### src/rtl/counter_ctrl_pkg.sv
// Shared definitions for the counter load controller and its integration wrapper.
package counter_ctrl_pkg;

   localparam int CTRL_WIDTH = 4;
   localparam int CTRL_REP_W = 4;

   typedef enum logic [1:0] {
      ST_IDLE = 2'd0,
      ST_LOAD = 2'd1,
      ST_RUN  = 2'd2,
      ST_DONE = 2'd3
   } state_e;

endpackage

### src/rtl/counter_4bit_load_up.sv
// 4-bit free-running up-counter with synchronous parallel load.
module counter_4bit_load_up (
   input  logic       clk,
   input  logic       rst,
   input  logic       load,
   input  logic [3:0] data,
   output logic [3:0] count
);

   always_ff @(posedge clk or posedge rst) begin
      if (rst)       count <= '0;
      else if (load) count <= data;
      else           count <= count + 4'd1;
   end

endmodule

### src/rtl/counter_load_system.sv
// Controller tied to the 4-bit counter; the counter's reset is active-high, so it is inverted here.
module counter_load_system
   import counter_ctrl_pkg::*;
(
   input  logic                  clock,
   input  logic                  reset,
   input  logic                  cfg_valid,
   output logic                  cfg_ready,
   input  logic [3:0]            cfg_preset,
   input  logic [3:0]            cfg_terminal,
   input  logic [CTRL_REP_W-1:0] cfg_repeat,
   input  logic                  abort,
   output logic                  busy,
   output logic                  done,
   output logic [CTRL_REP_W-1:0] pass_cnt,
   output logic [3:0]            count
);

   logic       load;
   logic [3:0] data;
   logic       rst_hi;

   assign rst_hi = ~reset;

   counter_load_controller #(.WIDTH(4), .REP_W(CTRL_REP_W)) u_ctrl (
      .clock        (clock),
      .reset        (reset),
      .cfg_valid    (cfg_valid),
      .cfg_ready    (cfg_ready),
      .cfg_preset   (cfg_preset),
      .cfg_terminal (cfg_terminal),
      .cfg_repeat   (cfg_repeat),
      .abort        (abort),
      .count        (count),
      .load         (load),
      .data         (data),
      .busy         (busy),
      .done         (done),
      .pass_cnt     (pass_cnt)
   );

   counter_4bit_load_up u_cnt (
      .clk   (clock),
      .rst   (rst_hi),
      .load  (load),
      .data  (data),
      .count (count)
   );

endmodule

### src/rtl/counter_load_controller.sv
// Sequences preset/run passes of a loadable up-counter and pulses done after the final pass.
module counter_load_controller
   import counter_ctrl_pkg::*;
#(
   parameter int WIDTH = CTRL_WIDTH,
   parameter int REP_W = CTRL_REP_W
) (
   input  logic             clock,
   input  logic             reset,
   input  logic             cfg_valid,
   output logic             cfg_ready,
   input  logic [WIDTH-1:0] cfg_preset,
   input  logic [WIDTH-1:0] cfg_terminal,
   input  logic [REP_W-1:0] cfg_repeat,
   input  logic             abort,
   input  logic [WIDTH-1:0] count,
   output logic             load,
   output logic [WIDTH-1:0] data,
   output logic             busy,
   output logic             done,
   output logic [REP_W-1:0] pass_cnt
);

   state_e             state_q, state_d;
   logic [WIDTH-1:0]   preset_q, preset_d;
   logic [WIDTH-1:0]   term_q, term_d;
   logic [REP_W-1:0]   rep_q, rep_d;
   logic [REP_W-1:0]   pass_q, pass_d;

   always_ff @(posedge clock or negedge reset) begin
      if (!reset) begin
         state_q  <= ST_IDLE;
         preset_q <= '0;
         term_q   <= '0;
         rep_q    <= '0;
         pass_q   <= '0;
      end else begin
         state_q  <= state_d;
         preset_q <= preset_d;
         term_q   <= term_d;
         rep_q    <= rep_d;
         pass_q   <= pass_d;
      end
   end

   always_comb begin
      state_d  = state_q;
      preset_d = preset_q;
      term_d   = term_q;
      rep_d    = rep_q;
      pass_d   = pass_q;
      case (state_q)
         ST_IDLE: begin
            if (cfg_valid) begin
               preset_d = cfg_preset;
               term_d   = cfg_terminal;
               rep_d    = cfg_repeat;
               pass_d   = '0;
               state_d  = ST_LOAD;
            end
         end
         ST_LOAD: state_d = ST_RUN;
         ST_RUN: begin
            if (count == term_q) begin
               if (pass_q == rep_q) begin
                  state_d = ST_DONE;
               end else begin
                  pass_d  = pass_q + 1'b1;
                  state_d = ST_LOAD;
               end
            end
         end
         ST_DONE: state_d = ST_IDLE;
      endcase
      // abort overrides a same-cycle terminal match, so the pass index must not advance
      if (abort && state_q != ST_IDLE) begin
         state_d = ST_IDLE;
         pass_d  = pass_q;
      end
   end

   assign cfg_ready = (state_q == ST_IDLE);
   assign busy      = (state_q != ST_IDLE);
   assign load      = (state_q == ST_LOAD);
   assign done      = (state_q == ST_DONE);
   assign data      = busy ? preset_q : '0;
   assign pass_cnt  = pass_q;

endmodule

### config.mk
export PLATFORM = sky130hd
export DESIGN_NAME = counter_load_system
export DESIGN_NICKNAME = d
export VERILOG_FILES = /design/src/rtl/counter_ctrl_pkg.sv /design/src/rtl/counter_4bit_load_up.sv /design/src/rtl/counter_load_system.sv /design/src/rtl/counter_load_controller.sv
export SDC_FILE = /design/constraint.sdc
export NUM_CORES = 1
export LEC_CHECK = 0
export ABC_CLOCK_PERIOD_IN_PS = 1600
export CORE_UTILIZATION = 30
export CTS_CLUSTER_DIAMETER = 150
export DETAILED_ROUTE_END_ITERATION = 10
export PLACE_DENSITY_LB_ADDON = 0.15
export SLEW_MARGIN = 15
export SYNTH_ARGS = -nofsm -noshare
export SYNTH_HDL_FRONTEND = slang
export SYNTH_SLANG_ARGS = --single-unit
### constraint.sdc
create_clock -name clock -period 1.6 [get_ports clock]
set_input_delay 0.24 -clock clock [delete_from_list [all_inputs] [get_ports clock]]
set_output_delay 0.24 -clock clock [all_outputs]
set_load 0.005 [all_outputs]
---- Word level (Yosys, flattened, before mapping) ----
Index checks and enable logic that the tools add are counted.
cells by class
  equality and inequality tests ........... 10
  bitwise logic cells ..................... 1
  reductions and logical operators ........ 7
  $add $sub $neg .......................... 2
  multiplexer cells ....................... 11
operator list
  kind                                                                      number
  4-bit two-way mux                                                         5
  4-bit by 1-bit adder with 4-bit output (second input constant)            2
  4-bit equality test                                                       2
  2-bit two-way mux                                                         4
  2-bit case mux with 4 select lines                                        1
  4-bit case mux with 2 select lines                                        1
  5-bit AND reduction                                                       1
  2-bit equality test (second input constant)                               2
  2-bit inequality test (second input constant)                             2
  2-bit AND reduction                                                       2
  2-bit nonzero test                                                        2
  3-bit by 1-bit inequality test with 1-bit output (second input constant)  1
  3-bit by 2-bit inequality test with 1-bit output (second input constant)  1
  2-bit by 1-bit equality test with 1-bit output (second input constant)    1
  2-bit zero test                                                           1
  2-bit by 1-bit inequality test with 1-bit output (second input constant)  1
  1-bit logical AND                                                         1
  1-bit inverter                                                            1
storage, ports and cells
  bits of input ports ..................... 16
  word-level logic and storage cells ...... 37
  output and inout port bits .............. 11
  register bits after elaboration ......... 22

---- Longest topological paths before layout ----
  word-level depth ........................ 5
  gate-level depth with buffers ........... 5
  mapped depth without buffers ............ 5

---- Modules after synthesis ----
Synthesis repeated with hierarchy kept, for this count alone.
second synthesis, totals
  cells, all modules ...................... 93
  area, all modules ....................... 1096.1 sq um
by module, submodules not included
  module                   cells an instance  area an instance (sq um)  instances  sequential area each (sq um)
  counter_load_controller  76                 915.9                     1          450.4
  counter_4bit_load_up     16                 176.4                     1          100.1
  counter_load_system      1                  3.8                       1          0.0

---- Least setup slack after synthesis ----
OpenSTA, ideal clock, no wires.
  path type ............................... reg2reg
  from .................................... register u_ctrl.pass_q[0], in the netlist u_ctrl.pass_cnt[0]
  to ...................................... register u_ctrl.pass_q[3], in the netlist u_ctrl.pass_cnt[3]
  slack ................................... -0.071 ns
  clock period less this slack ............ 1.671 ns
  path buffers ............................ 0
  cell stages (with the launch flop) ...... 6
  setup time .............................. 0.121 ns
  arrival time ............................ 1.550 ns
  data required time ...................... 1.479 ns
  path through ............................ dfrtp_1 -> xor2_1 -> nor3_1 -> nor4_1 -> mux2_1 -> a22o_1
on the way
  longest elaborated chain between the ends .. 4
  elaborated cells between the ends (all ways) .. 7
  those cells by class .................... add/sub: 1; eq/ne: 2; mux: 3; reduce/logical: 1
ends and longest elaborated chain
  item                                    line                           text
  start: declaration                      counter_load_controller.sv:28  logic [REP_W-1:0] pass_q, pass_d;
  start signal: assignment                counter_load_controller.sv:42  pass_q <= pass_d;
  4-bit by 1-bit adder with 4-bit output  counter_load_controller.sv:68  pass_d = pass_q + 1'b1;
  4-bit two-way mux                       counter_load_controller.sv:65  if (pass_q == rep_q) begin
  4-bit two-way mux                       counter_load_controller.sv:64  if (count == term_q) begin
  4-bit case mux with 2 select lines      counter_load_controller.sv:52  case (state_q)
Several ways; a longest one is shown, not always the timed one. The select of a mux whose other input is x is not followed.
A chain may end at the register's enable or synchronous reset.

---- Worst setup path after layout ----
  from .................................... register u_ctrl.term_q[1]
  to ...................................... register u_ctrl.pass_q[0], in the netlist u_ctrl.pass_cnt[0]
on the way
  longest elaborated chain between the ends .. 3
ends and longest elaborated chain
  item                                                        line                           text
  start: declaration                                          counter_load_controller.sv:26  logic [WIDTH-1:0] term_q, term_d;
  start signal: assignment                                    counter_load_controller.sv:40  term_q <= term_d;
  4-bit equality test                                         counter_load_controller.sv:64
  2-bit by 1-bit inequality test with 1-bit output (no line)  --
  5-bit AND reduction (no line)                               --
No other way between the ends.

==> flow_metrics.env <==
export IMPL_drt_iter0_drc=15
export IMPL_synth_common_cells="dfrtp_1, mux2_2, nor2_1"
export IMPL_cts_root_buffer="clkbuf_4"
export IMPL_ys_flop_type="dfrtp_1"
export IMPL_vias=891
export IMPL_antenna_cells=0
export IMPL_port_buffers=26
export IMPL_grt_max_degree=23
export IMPL_period_needed_ps=1650
export IMPL_clockBufferDepth=2
export IMPL_timing_fmax_mhz=607
export IMPL_failed_checks="negative setup slack"
export IMPL_synth_net_count=110
export IMPL_power_leakage_nw=0.845
export IMPL_worstPathArrival_ps=1850
export IMPL_cp_required_ps=1810
export IMPL_hold_viol_final=0
export IMPL_wire_per_inst_um=12.4
export IMPL_maxCapViolCount=0
export IMPL_worst_slack_ps=-47.1
export IMPL_cts_hold_buf=0
export IMPL_drtAntennaViolNets=0
export IMPL_viasPerCell=4.71
export IMPL_yosys_register_bits=22
export IMPL_worstMarginPinSlew_ps=313
export IMPL_start_kind="register"
export IMPL_critPathMaxFanout=3
export IMPL_gp_congestion=0.750
export IMPL_grt_ovfl_total=0
export IMPL_hp_class="in2async"
export IMPL_grt_pass1_vias=922
export IMPL_fp_coreArea_um2=3420
export IMPL_p_per_area_nw_per_um2=1350
export IMPL_cts_buffers=3
export IMPL_endpoint_kind="register"
export IMPL_worstSetupPathType="reg2reg"
export IMPL_yosys_cell_count_top_type="dfrtp_1"
export IMPL_slew_headroom_pct=79.1
export IMPL_ys_async_sr_fraction_pct=100
export IMPL_ys_types=28
export IMPL_syn_to_final_growth_pct=57.6
export IMPL_drv_slew=0
export IMPL_yosysWarnings=0
export IMPL_hpwl_mm=1.71
export IMPL_yosysTopAreaCell="dfrtp_1"
export IMPL_yosys_top_cells_area="dfrtp_1, mux2_2, xnor2_1"
export IMPL_seq_area_frac_synth_pct=50.5
export IMPL_final_layout_size_suffix_gt1_share_pct=39.2
export IMPL_max_vdd_ir_drop_v=0.000656
export IMPL_fin_worst_skew_ps=8.37
export IMPL_die_w_um=62.3
export IMPL_cts_tree="built"
export IMPL_avgSynthCellArea_um2=11.9
export IMPL_clkSinkCount=22
export IMPL_synth_edff_count=0
export IMPL_period_share_pct=103
export IMPL_drcViolationCount=0
export IMPL_synthCells=92
export IMPL_grt_usage_pct=13.4
export IMPL_die_area_um2=3880
export IMPL_dr_pass1_iters=4
export IMPL_clock_latency_ps=310
export IMPL_antenna_found_initial=0
export IMPL_stdcell_count=189
export IMPL_die_y_um=62.3
export IMPL_final_nets=162
export IMPL_r2r_cells=5
export IMPL_syn_cell_area_um2=1090
export IMPL_rows=21
export IMPL_rsz0062_at_grt="true"
export IMPL_setup_viol=2
export IMPL_status="complete, but fails checks"
export IMPL_clk_pin_slew_worst_paths_ps=120
export IMPL_whs_ps=270
export IMPL_grt_pass1_wl_mm=4.07
export IMPL_ctsHtreeMaxLevel=1
export IMPL_wirelength_mm=2.35
export IMPL_initial_core_util_pct=31.9
export IMPL_post_place_cells=180
export IMPL_synth_top_area_share_pct=50.5
export IMPL_io_pins=27
## cells by family (layout without fill, tap and decap cells)
kind of cell	Yosys count	in the layout	synth area share, %
simple gates	25	25	13.0
flops	22	22	50.5
compound gates	12	12	7.57
fa+ha+maj	2	2	2.29
mux	15	15	15.5
xor+xnor	10	10	8.72
buf+inv	6	57	2.52
## registers in the layout, summed over array words and instances (netlist names)
name,flops
u_ctrl.preset_q,4
u_ctrl.rep_q,4
u_ctrl.term_q,4
u_cnt.count,4
u_ctrl.state_q,2
u_ctrl.pass_cnt,4
## cell usage in the layout, fill, tap and decap left out, types with 3 or more instances in the layout
cell type and count:
nor2_1 6, inv_1 3, nand2_1 5, nand3_1 3, clkdlybuf4s50_1 15, mux2_2 13, clkbuf_4 3, a21oi_1 4
xnor2_1 4, dfrtp_1 21, dlymetal6s2s_1 8, buf_4 19, buf_6 5, xor2_1 3
## per-stage QoR
stage	worst slack (ps)	setup TNS, ps	cell area, um2	power, mW	utilization (%)
floorplan	-26.1	-33.5	1110	1.39	-
detailed placement	-93.1	-298	1550	1.86	45.4
CTS	-41.6	-80.9	1670	2.35	48.9
finish	-47.1	-58.2	1720	2.32	50.3
global route	-139	-427	1720	2.49	50.3
global placement	-67.4	-109	1550	1.84	45.4
## worst max-delay path: stages, from the launching register on
cell and delay (ps):
dfrtp_1 440, xnor2_2 190, nand4_2 170, nor3_2 230
mux2_1 330, a22o_1 180
## final timing paths
kind	from	endpoint	slack [ps]
worst max register to register	u_ctrl.term_q[1]	u_ctrl.pass_cnt[0]	-50
worst min register to register	u_ctrl.preset_q[1]	u_ctrl.preset_q[1]	530
max in group asynchronous	reset	u_ctrl.pass_cnt[0]	1080
worst max-delay path	u_ctrl.term_q[1]	u_ctrl.pass_cnt[0]	-50
min in group clock	cfg_preset[0]	u_ctrl.preset_q[0]	530
worst min-delay path	reset	u_cnt.count[3]	270
## metal layers
metal	wire, um	GRT usage (%)	vias to the layer above
li1	-	-	422
met2	1250	22.9	21
met4	42	4.36	0
met5	0	0	-
met1	951	15.9	441
met3	103	4.04	7
## repair_timing
item | CTS | global route
setup buffers | 2 | 3
setup endpoints to repair | 10 | 13
pin swaps | 1 | 1
gates resized for setup | 14 | 12
## area by class of cell
class,count,area (um2)
timing repair buffer,50,472
sequential,22,552
clock inverter,1,30.0
clock buffer,3,22.5
tap,46,57.6
multi-input combinational,64,574
fill,323,1700
inverter,3,11.3
## power by group
part           leakage, nW  internal, mW  switching [mW]
combinational        0.552         0.624           0.404
sequential           0.266         0.729           0.139
clock               0.0279         0.253           0.169
total                0.845          1.61           0.711
No activity file was read; power rests on OpenSTA's default activity.
